File: src/rtl/washing_machine_pkg.sv
// Shared types and default constants for the washing machine controller and plant.
// No logic: fault codes, default plant parameters and the controller state encoding.
package washing_machine_pkg;

   typedef enum logic [2:0] {
      FLT_NONE     = 3'd0,
      FLT_UNLOCKED = 3'd1,
      FLT_MULTI    = 3'd2,
      FLT_DRY_HEAT = 3'd3
   } fault_code_t;

   localparam int WM_TICK_DIV   = 50000;
   localparam int WM_LEVEL_FULL = 200;
   localparam int WM_TEMP_AMB   = 20;
   localparam int WM_TEMP_HOT   = 60;
   localparam int WM_TEMP_MAX   = 95;
   localparam int WM_WASH_TICKS = 1000;
   localparam int WM_SPIN_TICKS = 500;

   typedef enum logic [2:0] {
      WM_IDLE,
      WM_LOCK,
      WM_FILL,
      WM_HEAT,
      WM_WASH,
      WM_DRAIN,
      WM_SPIN,
      WM_DONE
   } wm_state_t;

endpackage

File: src/rtl/wm_tick_gen.sv
// Model tick prescaler: tick is high for one cycle every TICK_DIV cycles.
// Latency: first tick TICK_DIV cycles after reset release; no backpressure.
module wm_tick_gen
   import washing_machine_pkg::*;
#(
   parameter int TICK_DIV = WM_TICK_DIV
) (
   input  logic clk50m,
   input  logic rst_n,
   output logic tick
);

   localparam int CW = (TICK_DIV > 2) ? $clog2(TICK_DIV) : 1;

   logic [CW-1:0] r_cnt;
   logic          w_last;

   assign w_last = (r_cnt == CW'(TICK_DIV - 1));
   assign tick   = w_last;

   always_ff @(posedge clk50m or negedge rst_n) begin
      if (!rst_n) begin
         r_cnt <= '0;
      end else if (w_last) begin
         r_cnt <= '0;
      end else begin
         r_cnt <= r_cnt + CW'(1);
      end
   end

endmodule

File: src/rtl/washing_machine_plant.sv
// Washing machine plant model: actuators in, sensors out; state advances on the model tick.
// Sensors are combinational on registered state; optional fault checker under WM_PLANT_FAULT_EN.
module washing_machine_plant
   import washing_machine_pkg::*;
#(
   parameter int TICK_DIV   = WM_TICK_DIV,
   parameter int LEVEL_FULL = WM_LEVEL_FULL,
   parameter int TEMP_AMB   = WM_TEMP_AMB,
   parameter int TEMP_HOT   = WM_TEMP_HOT,
   parameter int TEMP_MAX   = WM_TEMP_MAX,
   parameter int WASH_TICKS = WM_WASH_TICKS,
   parameter int SPIN_TICKS = WM_SPIN_TICKS
) (
   input  logic       clk50m,
   input  logic       rst_n,
   input  logic       door_lock,
   input  logic       valve,
   input  logic       heater,
   input  logic       motor_wash,
   input  logic       motor_spin,
   input  logic       pump,
   output logic       full,
   output logic       hot,
   output logic       clean,
   output logic       dry,
   output logic [7:0] level,
   output logic [6:0] temp,
   output logic       fault,
   output logic [2:0] fault_code
);

   localparam logic [7:0]  LV_FULL  = 8'(LEVEL_FULL);
   localparam logic [6:0]  TP_AMB   = 7'(TEMP_AMB);
   localparam logic [6:0]  TP_HOT   = 7'(TEMP_HOT);
   localparam logic [6:0]  TP_MAX   = 7'(TEMP_MAX);
   localparam logic [15:0] WASH_MAX = 16'(WASH_TICKS);
   localparam logic [15:0] SPIN_MAX = 16'(SPIN_TICKS);

   logic        w_tick;
   logic [7:0]  r_level;
   logic [6:0]  r_temp;
   logic [1:0]  r_cool;
   logic [15:0] r_wash;
   logic [15:0] r_spin;
   logic        r_lock_d;
   logic        w_fill;
   logic        w_drain;
   logic        w_heat;
   logic        w_new_load;

   wm_tick_gen #(.TICK_DIV(TICK_DIV)) u_tick (
      .clk50m (clk50m),
      .rst_n  (rst_n),
      .tick   (w_tick)
   );

   assign w_fill     = valve & ~pump;
   assign w_drain    = pump & ~valve;
   assign w_heat     = heater & (r_level != 8'd0);
   assign w_new_load = r_lock_d & ~door_lock;

   // A heater on an empty drum freezes temperature, including any cooldown.
   always_ff @(posedge clk50m or negedge rst_n) begin
      if (!rst_n) begin
         r_level <= 8'd0;
         r_temp  <= TP_AMB;
         r_cool  <= 2'd0;
      end else if (w_tick) begin
         if (w_fill && (r_level < LV_FULL)) begin
            r_level <= r_level + 8'd1;
         end else if (w_drain && (r_level != 8'd0)) begin
            r_level <= r_level - 8'd1;
         end
         if (w_heat) begin
            r_cool <= 2'd0;
            if (r_temp < TP_MAX) begin
               r_temp <= r_temp + 7'd1;
            end
         end else if (!heater && (r_temp > TP_AMB)) begin
            r_cool <= r_cool + 2'd1;
            if (r_cool == 2'd3) begin
               r_temp <= r_temp - 7'd1;
            end
         end
      end
   end

   always_ff @(posedge clk50m or negedge rst_n) begin
      if (!rst_n) begin
         r_lock_d <= 1'b0;
         r_wash   <= 16'd0;
         r_spin   <= 16'd0;
      end else begin
         r_lock_d <= door_lock;
         if (w_new_load) begin
            r_wash <= 16'd0;
            r_spin <= 16'd0;
         end else if (w_tick) begin
            if (motor_wash && full && hot && (r_wash < WASH_MAX)) begin
               r_wash <= r_wash + 16'd1;
            end
            if (motor_spin && (r_spin < SPIN_MAX)) begin
               r_spin <= r_spin + 16'd1;
            end
         end
      end
   end

   assign level = r_level;
   assign temp  = r_temp;
   assign full  = (r_level >= LV_FULL);
   assign hot   = (r_temp >= TP_HOT);
   assign clean = (r_wash >= WASH_MAX);
   assign dry   = (r_spin >= SPIN_MAX);

`ifdef WM_PLANT_FAULT_EN
   fault_code_t w_cause;
   fault_code_t r_fault_code;
   logic        r_fault;
   logic [2:0]  w_n_act;

   assign w_n_act = 3'(valve) + 3'(heater) + 3'(motor_wash) + 3'(motor_spin) + 3'(pump);

   always_comb begin
      w_cause = FLT_NONE;
      if (!door_lock && (w_n_act != 3'd0)) begin
         w_cause = FLT_UNLOCKED;
      end else if (w_n_act >= 3'd2) begin
         w_cause = FLT_MULTI;
      end else if (heater && (r_level == 8'd0)) begin
         w_cause = FLT_DRY_HEAT;
      end
   end

   // Only the first cause is kept; the flag is sticky until reset.
   always_ff @(posedge clk50m or negedge rst_n) begin
      if (!rst_n) begin
         r_fault      <= 1'b0;
         r_fault_code <= FLT_NONE;
      end else if (!r_fault && (w_cause != FLT_NONE)) begin
         r_fault      <= 1'b1;
         r_fault_code <= w_cause;
      end
   end

   assign fault      = r_fault;
   assign fault_code = r_fault_code;
`else
   assign fault      = 1'b0;
   assign fault_code = 3'd0;
`endif

endmodule

File: config.mk
export PLATFORM = sky130hd
export DESIGN_NAME = washing_machine_plant
export DESIGN_NICKNAME = d
export VERILOG_FILES = /design/src/rtl/washing_machine_pkg.sv /design/src/rtl/wm_tick_gen.sv /design/src/rtl/washing_machine_plant.sv
export SDC_FILE = /design/constraint.sdc
export NUM_CORES = 1
export LEC_CHECK = 0
export ABC_AREA = 1
export CELL_PAD_IN_SITES_DETAIL_PLACEMENT = 1
export CELL_PAD_IN_SITES_GLOBAL_PLACEMENT = 1
export CORE_MARGIN = 8
export CORE_UTILIZATION = 30
export CTS_CLUSTER_DIAMETER = 200
export DETAILED_ROUTE_END_ITERATION = 10
export MAX_ROUTING_LAYER = met4
export PLACE_DENSITY_LB_ADDON = 0.25
export SYNTH_ARGS = -nofsm -noshare
export SYNTH_HDL_FRONTEND = slang
export SYNTH_SLANG_ARGS = --single-unit
File: constraint.sdc
create_clock -name clk50m -period 2.25 [get_ports clk50m]
set_input_delay 0.45 -clock clk50m [delete_from_list [all_inputs] [get_ports clk50m]]
set_output_delay 0.45 -clock clk50m [all_outputs]
set_load 0.05 [all_outputs]
## After elaboration in Yosys (flattened, before gate mapping)

Index checks and enable logic that the tools add are counted.

| word-level totals | value |
|---|---|
| register bits after elaboration | 66 |
| bits of input ports | 8 |
| output and inout bits | 23 |
| logic and storage cells | 69 |

| cells by class | value |
|---|---|
| add/subtract/negate cells | 8 |
| $lt $le $gt $ge | 9 |
| equality and inequality tests | 3 |
| multiplexer cells | 15 |
| bitwise operators | 7 |
| reduce and logical (&&, ||, !) cells | 20 |

Operator list:

| kind | number |
|---|---|
| $mux 16 | 7 |
| $add 16x1->16 const B | 3 |
| $mux 7 | 4 |
| $eq 16x16->1 const B | 1 |
| $ge 16x10->1 const B | 1 |
| $ge 16x9->1 const B | 1 |
| $lt 16x10->1 const B | 1 |
| $lt 16x9->1 const B | 1 |
| $mux 8 | 2 |
| $reduce_bool 2->1 | 6 |
| $add 8x1->8 const B | 1 |
| $ge 8x8->1 const B | 1 |
| $lt 8x8->1 const B | 1 |
| $reduce_and 2->1 | 4 |
| $reduce_bool 8->1 | 1 |
| $sub 8x1->8 const B | 1 |
| $add 7x1->7 const B | 1 |
| $ge 7x6->1 const B | 1 |
| $gt 7x5->1 const B | 1 |
| $logic_and 1x1->1 | 7 |
| $lt 7x7->1 const B | 1 |
| $sub 7x1->7 const B | 1 |
| $and 1x1->1 | 4 |
| $mux 2 | 2 |
| 6 further kinds | 8 |

## Longest topological paths before layout

Gate-level depths: netlist of run 1.

| depth | value |
|---|---|
| word-level depth | 7 |
| depth in mapped cells | 15 |
| depth with buffers taken out | 15 |

## By module

A second synthesis of run 1 with hierarchy kept.

| unflattened totals | value |
|---|---|
| cell total of the unflattened synthesis | 548 |
| area total of the unflattened synthesis | 4,137.7 µm² |

Modules (own cells, without submodules):

| module | instances | cells each | area an instance (µm²) | seq. area each (µm²) |
|---|---|---|---|---|
| washing_machine_plant | 1 | 427 | 3,260.6 | 1,253.7 |
| wm_tick_gen | 1 | 121 | 877.1 | 400.4 |

## Worst setup path before layout of run 1

Ideal clock, no wire load.

| path | value |
|---|---|
| kind | register -> register |
| start | register r_temp[4] (netlist: temp[4]) |
| end | register r_wash[5] |
| library setup time | 0.119 ns |
| arrival time | 2.431 ns |
| required time | 2.131 ns |
| slack | -0.301 ns |
| stages on the path, launching flop included | 9 |
| path buffers | 1 |
| period minus slack after synthesis | 2.551 ns |
| cells stage by stage | dfstp_2 nand2_1 o21ai_1 nand2_1 nor2_8 nand2_2 buf_6 nand3_2 nand2_1 |

| on the way | value |
|---|---|
| cells in the longest elaborated chain, start to end | 5 |

RTL lines:

| item | RTL line | text |
|---|---|---|
| from (decl) | washing_machine_plant.sv:41 | `logic [6:0] r_temp;` |
| from (signal assigned) | washing_machine_plant.sv:77 | `r_temp <= r_temp + 7'd1;` |
| from (signal assigned) | washing_machine_plant.sv:82 | `r_temp <= r_temp - 7'd1;` |
| $ge 7x6->1 | washing_machine_plant.sv:112 | `assign hot = (r_temp >= TP_HOT);` |
| named net hot | washing_machine_plant.sv:23 | `output logic hot,` |
| $logic_and 1x1->1 (2 in a row) | washing_machine_plant.sv:99 | `if (motor_wash && full && hot && (r_wash < WASH_MAX)) begin` |
| $reduce_bool 2->1 (no source line) | - |  |
| $reduce_and 2->1 (no source line) | - |  |
| to (signal assigned) | washing_machine_plant.sv:100 | `r_wash <= r_wash + 16'd1;` |
| to (decl) | washing_machine_plant.sv:43 | `logic [15:0] r_wash;` |

The timed path passes the listed nets, and every way through them passes these cells.
A chain may end at the register's enable or synchronous reset.

## Final worst setup path of run 1

| path | value |
|---|---|
| start | register r_temp[4] (netlist: temp[4]) |
| end | output port temp[4] |

RTL lines:

| item | RTL line | text |
|---|---|---|
| to (decl) | washing_machine_plant.sv:27 | `output logic [6:0] temp,` |

No word-level cell between the ends.

==> impl_metrics.toml, run 1 <==
[global_routing]
grt-ovfl-total = 0
grt_max_degree = 39
track_usage_pct = 13.3
antenna_found_initial = 0
grt_pass1_vias = 3974
grt_pass1_wl_um = 18900

[critical_path]
arrival_ns = 1.75
critPathBufInv = 1
worstPathMaxFanout = 6
path_cells = "clkdlybuf4s50_1"
start_kind = "register"
cp_slowest_stage_delay_ns = 0.82
critPathRequiredTime_ns = 1.80
cp-end-kind = "output port"
critPathKind = "reg2out"
critPathSlowestCell = "clkdlybuf4s50_1"
critical_path.top_delay_family = "buffers and inverters"

[run]
drv_cap = 0

[synthesis]
syn_avg_cell_area_um2 = 7.62
synth_cells = 549
synth-xor-area-share_pct = 5.86
synth_seq_cells = 66
ys_top_cells_by_area = "dfrtp_1, nand2_1, nor2_1"
synth_fa_ha_area_share_pct = 6.04
ys.flop_type = "dfrtp_1"
synth_edf_count = 0
yosys.area.top_type = "dfrtp_1"
yosys.area_share.simple_pct = 35.7
ys.warnings.count = 0
synth_top_family_by_area = "simple AND/OR/NAND/NOR gates"
post-synth-top-area-fraction_pct = 38.3
yosysSeqAreaShare_pct = 39.5
async_flop_share_pct = 100
synth.distinct_cells = 40
netlist_area_um2 = 4190
synth.mux.area_fraction_pct = 0
synth_compound_area_share_pct = 4.84

[finish]
final_cells = 801
final_common_cell = "nand2_1"
n_antenna_cell = 0
fillers = 1731
final_layout_size_suffix_gt1_share_pct = 15.8
final_nets = 643
layout_common_cells = "nand2_1, nor2_1, inv_1"
area_growth_syn_to_layout_pct = 24.2

[place]
place_inst = 783
place_hpwl_um = 8310
io_buffers = 26
globalplace.congestion = 0.833
pre_cts_ws_ns = -0.269

[die]
num_rows = 43
initial_core_util_pct = 30.4
die_w_um = 134
die-area_um2 = 18000
die_height_um = 134
io_pins = 31
coreArea_um2 = 13800

[sta]
fmax_mhz = 454
finalCriticalPeriod_ns = 2.20
relSlewSlack_pct = 66.3
finClkSkew_ns = 0.00679
setup_slack_ns = 0.0478
timing.final.hold_violations = 0
tightest_slew_ns = 0.504
setup_viol = 0
layout_worst_path_cycle_share_pct = 97.9
rsz0062_at_grt = "no"
drv_slew = 0

[detailed_routing]
dr.pass1.iters = 4
drtAntennaViolNets = 0
drt-initial-drc-count = 145
drc_errors = 0
via_per_inst = 4.60
post_drt_wl_per_cell_um = 13.6
wl_um = 10900
vias = 3688

[pwr]
peakVddDrop_mv = 0.391
leakagePower_uw = 0.00270
power-per-cell-area_nw_per_um2 = 539

[clocking]
clock_latency_ns = 0.34
cts_sinks = 66
cts_max_level = 3
cts_root_buffer = "clkbuf_16"
cts_tree = "yes"
cts_buffer_depth = 2
clk_pin_slew_ns = 0.06
cts_made_buffers = 9

[run_status]
status = "finished, final reports clean"

[worst_hold_path]
hp-class = "reg2reg"
-- per-stage QoR --
step | total power [µW] | TNS (ns) | area [µm²] | utilization, % | hold slack [ns]
floorplan | 1390 | 0 | 4200 | - | 0.154
global placement | 1480 | -1.05 | 4880 | 35.5 | 0.345
detailed placement | 1480 | -1.49 | 4880 | 35.5 | 0.353
CTS | 2840 | 0 | 5170 | 37.6 | 0.467
global route | 2930 | 0 | 5200 | 37.8 | 0.479
finish | 2800 | 0 | 5200 | 37.8 | 0.465
-- synthesized netlist by cell type, drive strengths merged, types with 2 or more instances --
cell,instances
xor2,21
o21ai,18
fa,2
nand4,13
nand3,55
inv,68
dfrtp,64
ha,17
xnor2,7
clkbuf,2
nand2,162
dfstp,2
nor2,74
a21oi,15
buf,8
nor3,11
-- final cells by class --
class                   instances  area, µm²  share of cell area, %
clock buffers                  10        239                   4.60
multi-input cells             407       2230                   42.9
clock inverters                 6       41.3                  0.794
flip-flops and latches         66       1660                   31.9
repair buffers                 63        548                   10.5
well taps                     180        225                   4.33
inverters                      69        259                   4.98
-- layer usage --
metal | routed length, µm | share of wire [%] | global-route usage (%) | up-vias
met5 | 0 | 0 | - | -
met4 | 190 | 1.7 | 4.43 | 0
met3 | 172 | 1.6 | 2.62 | 16
met2 | 5390 | 50 | 22.5 | 31
met1 | 5130 | 47 | 15.5 | 1779
li1 | - | - | - | 1862
-- timing repair --
action / 4_1_cts / 5_1_grt
hold buffers: 1 / 0
hold endpoints to repair: 8 / 0
resized for setup: 0 / 5
buffers inserted: 0 / 1
setup endpoints to repair: 0 / 5
-- state kept, by name, indices dropped and copies added (netlist names) --
register	cells
r_spin	16
r_wash	16
u_tick.r_cnt	16
level	8
temp	7
r_cool	2
r_lock_d	1
-- worst paths after layout --
check                                          startpoint                        end  slack [ns]  depth (start not counted)
worst max-delay path                  temp[4]$_DFFE_PN1P_                    temp[4]        0.05                          1
worst min-delay path            u_tick.r_cnt[0]$_DFF_PN0_  u_tick.r_cnt[0]$_DFF_PN0_        0.46                          1
worst max register to register       level[7]$_DFFE_PN0P_        temp[5]$_DFFE_PN0P_        0.19                         12
worst min register to register  u_tick.r_cnt[0]$_DFF_PN0_  u_tick.r_cnt[0]$_DFF_PN0_        0.46                          1
max in group asynchronous                           rst_n       level[6]$_DFFE_PN0P_        1.14                          3
min in group asynchronous                           rst_n  u_tick.r_cnt[9]$_DFF_PN0_        0.52                          2
-- power breakdown --
group          internal (µW)  switching (µW)  total, µW
registers               1210            27.6       1240
logic                   92.1             136        228
clock network            775             565       1340
-- cells by family after synthesis --
logic type	after synthesis
compound gates	37
xor+xnor	28
fa+ha+maj	19
buf+inv	79
flops	66
other cells	1
simple gates	319
No activity file was read; power rests on OpenSTA's default activity.
==> run 2: changes to the inputs <==
- HOLD_SLACK_MARGIN: unset -> 0.06
==> results of run 2 <==
Same layout as run 1: the final DEF is identical, and so are final timing and power.
==> run 3: changes to the inputs <==
- CORE_MARGIN: 8 -> 3
- clock period: 2.25 -> 2.6 ns (I/O delays scaled with it)
==> run 3 against run 2 <==
  * Wire length is 6.8% lower
  * Critical endpoint is now temp[2]
  * Utilization is 0.87 points lower
  * Die area is 14% lower
  * Sequential share of layout area is 1.5 points higher
  * First-iteration DRC count is 10% lower
  * Sequential power is 14% lower
  * Via count is 3.4% lower
  * Non-clock buffer count is 25 lower
  * Highest routed layer unchanged
  * Clock skew hardly changed
==> impl_metrics.toml, run 3 (same netlist as run 1, synthesis figures left out) <==
[run_status]
status = "finished, final reports clean"

[finish]
fillers = 1703
post-route-util_pct = 36.9
final_layout_size_suffix_gt1_share_pct = 10.8
regArea_um2 = 1650
final_nets = 618
layout_common_cells = "nand2_1, nor2_1, inv_1"
area_growth_syn_to_layout_pct = 18.6
multi_input_area_um2 = 2210
n_antenna_cell = 0
final_cells = 770
biggestRegsByFlops = "r_spin: 16 flops, r_wash: 16 flops, u_tick.r_cnt: 16 flops"
final_common_cell = "nand2_1"

[sta]
rsz0062_at_grt = "no"
fin_hold_ws_ns = 0.154
finalCriticalPeriod_ns = 2.33
finClkSkew_ns = 0.00666
relSlewSlack_pct = 65.2
layout_worst_path_cycle_share_pct = 89.7
tightest_slew_ns = 0.522
drv_slew = 0
timing.final.hold_violations = 0
fmax_mhz = 429
setup_viol = 0

[critical_path]
r2r_end = "level[7]$_DFFE_PN0P_"
rr_startpoint = "level[4]$_DFFE_PN0P_"
rrSetupSlack_ns = 0.31
critPathSlowestCell = "clkdlybuf4s50_1"
cp-end-kind = "output port"
critPathRequiredTime_ns = 2.08
cp_slowest_stage_delay_ns = 0.81
worstPathMaxFanout = 6
start_kind = "register"
arrival_ns = 1.81
path_cells = "buf_4 > clkdlybuf4s50_1"
critPathKind = "reg2out"
reg2reg_depth = 13

[pwr]
total_power_uw = 2330
power-per-cell-area_nw_per_um2 = 470
leakagePower_uw = 0.00261
peakVddDrop_mv = 0.285

[detailed_routing]
vias = 3562
wl_um = 10100
drc_errors = 0
drt-initial-drc-count = 130
dr.pass1.iters = 4
drtAntennaViolNets = 0
post_drt_wl_per_cell_um = 13.2
via_per_inst = 4.63

[global_routing]
track_usage_pct = 15.1
grt_pass1_wl_um = 18000
grt_max_degree = 47
grt_pass1_vias = 3828
antenna_found_initial = 0
grt-ovfl-total = 0

[die]
die-area_um2 = 15400
num_rows = 42
initial_core_util_pct = 31.1
io_pins = 31
coreArea_um2 = 13500
die_height_um = 124
die_w_um = 124

[clocking]
clock_latency_ns = 0.34
cts_tree = "yes"
post-cts-setup-buffers = 0
cts_made_buffers = 9
cts_buffer_depth = 2
cts_max_level = 3
clk_pin_slew_ns = 0.06
cts_root_buffer = "clkbuf_16"
cts_sinks = 66

[place]
place_inst = 756
io_buffers = 26
place_hpwl_um = 7700
globalplace.congestion = 0.814

[worst_hold_path]
hp-class = "in2async"

[run]
drv_cap = 0
run 3: per-stage QoR:
step                      setup slack, ns  area [µm²]  setup TNS, ns
after floorplan                    0.0494        4200              0
after global placement             0.0397        4700              0
after detailed placement          -0.0702        4700        -0.0702
after CTS                         0.00777        4950              0
after global routing               0.0366        4960              0
final                               0.267        4960              0
run 3: final cells by class:
cell class	count	area share [%]
clock buffer	10	4.82
clock inverter	4	0.403
inverter	69	5.22
multi-input combinational	407	44.6
sequential	66	33.3
tap	176	4.44
timing repair buffer	38	7.21
run 3: where the power goes:
group	total (µW)	internal, µW	switching [µW]
registers	1070	1050	24.0
logic	179	67.0	112
clock network	1080	652	431
total	2330	1770	567
run 3: worst max-delay path by stage:
stage                               startpoint                    end  cells after the start
after floorplan            temp[4]$_DFFE_PN1P_  r_wash[5]$_DFFE_PN0P_                      8
after global placement                   valve   level[7]$_DFFE_PN0P_                     13
after detailed placement                 valve   level[7]$_DFFE_PN0P_                     13
after CTS                  temp[4]$_DFFE_PN1P_                    hot                      3
after global routing      level[5]$_DFFE_PN0P_   level[7]$_DFFE_PN0P_                     13
final                      temp[2]$_DFFE_PN1P_                temp[2]                      2
run 3: critical path: cells and delay by family (launching register included):
kind	cells	cell delay [ns]
buffers and inverters	2	0.95
flip-flops	1	0.53
run 3: timing repair:
action / 4_1_cts / 5_1_grt
endpoints found under the setup margin: 0 / 4
hold buffers: 0 / 0
gates resized for setup: 0 / 3
run 3: routing by layer:
| layer | up-vias | global-route usage [%] | wire [µm] |
|---|---|---|---|
| li1 | 1808 | - | - |
| met1 | 1702 | 19.1 | 4970 |
| met2 | 38 | 24.5 | 4770 |
| met3 | 14 | 3.95 | 295 |
| met4 | 0 | 3.49 | 108 |
| met5 | - | - | 0 |
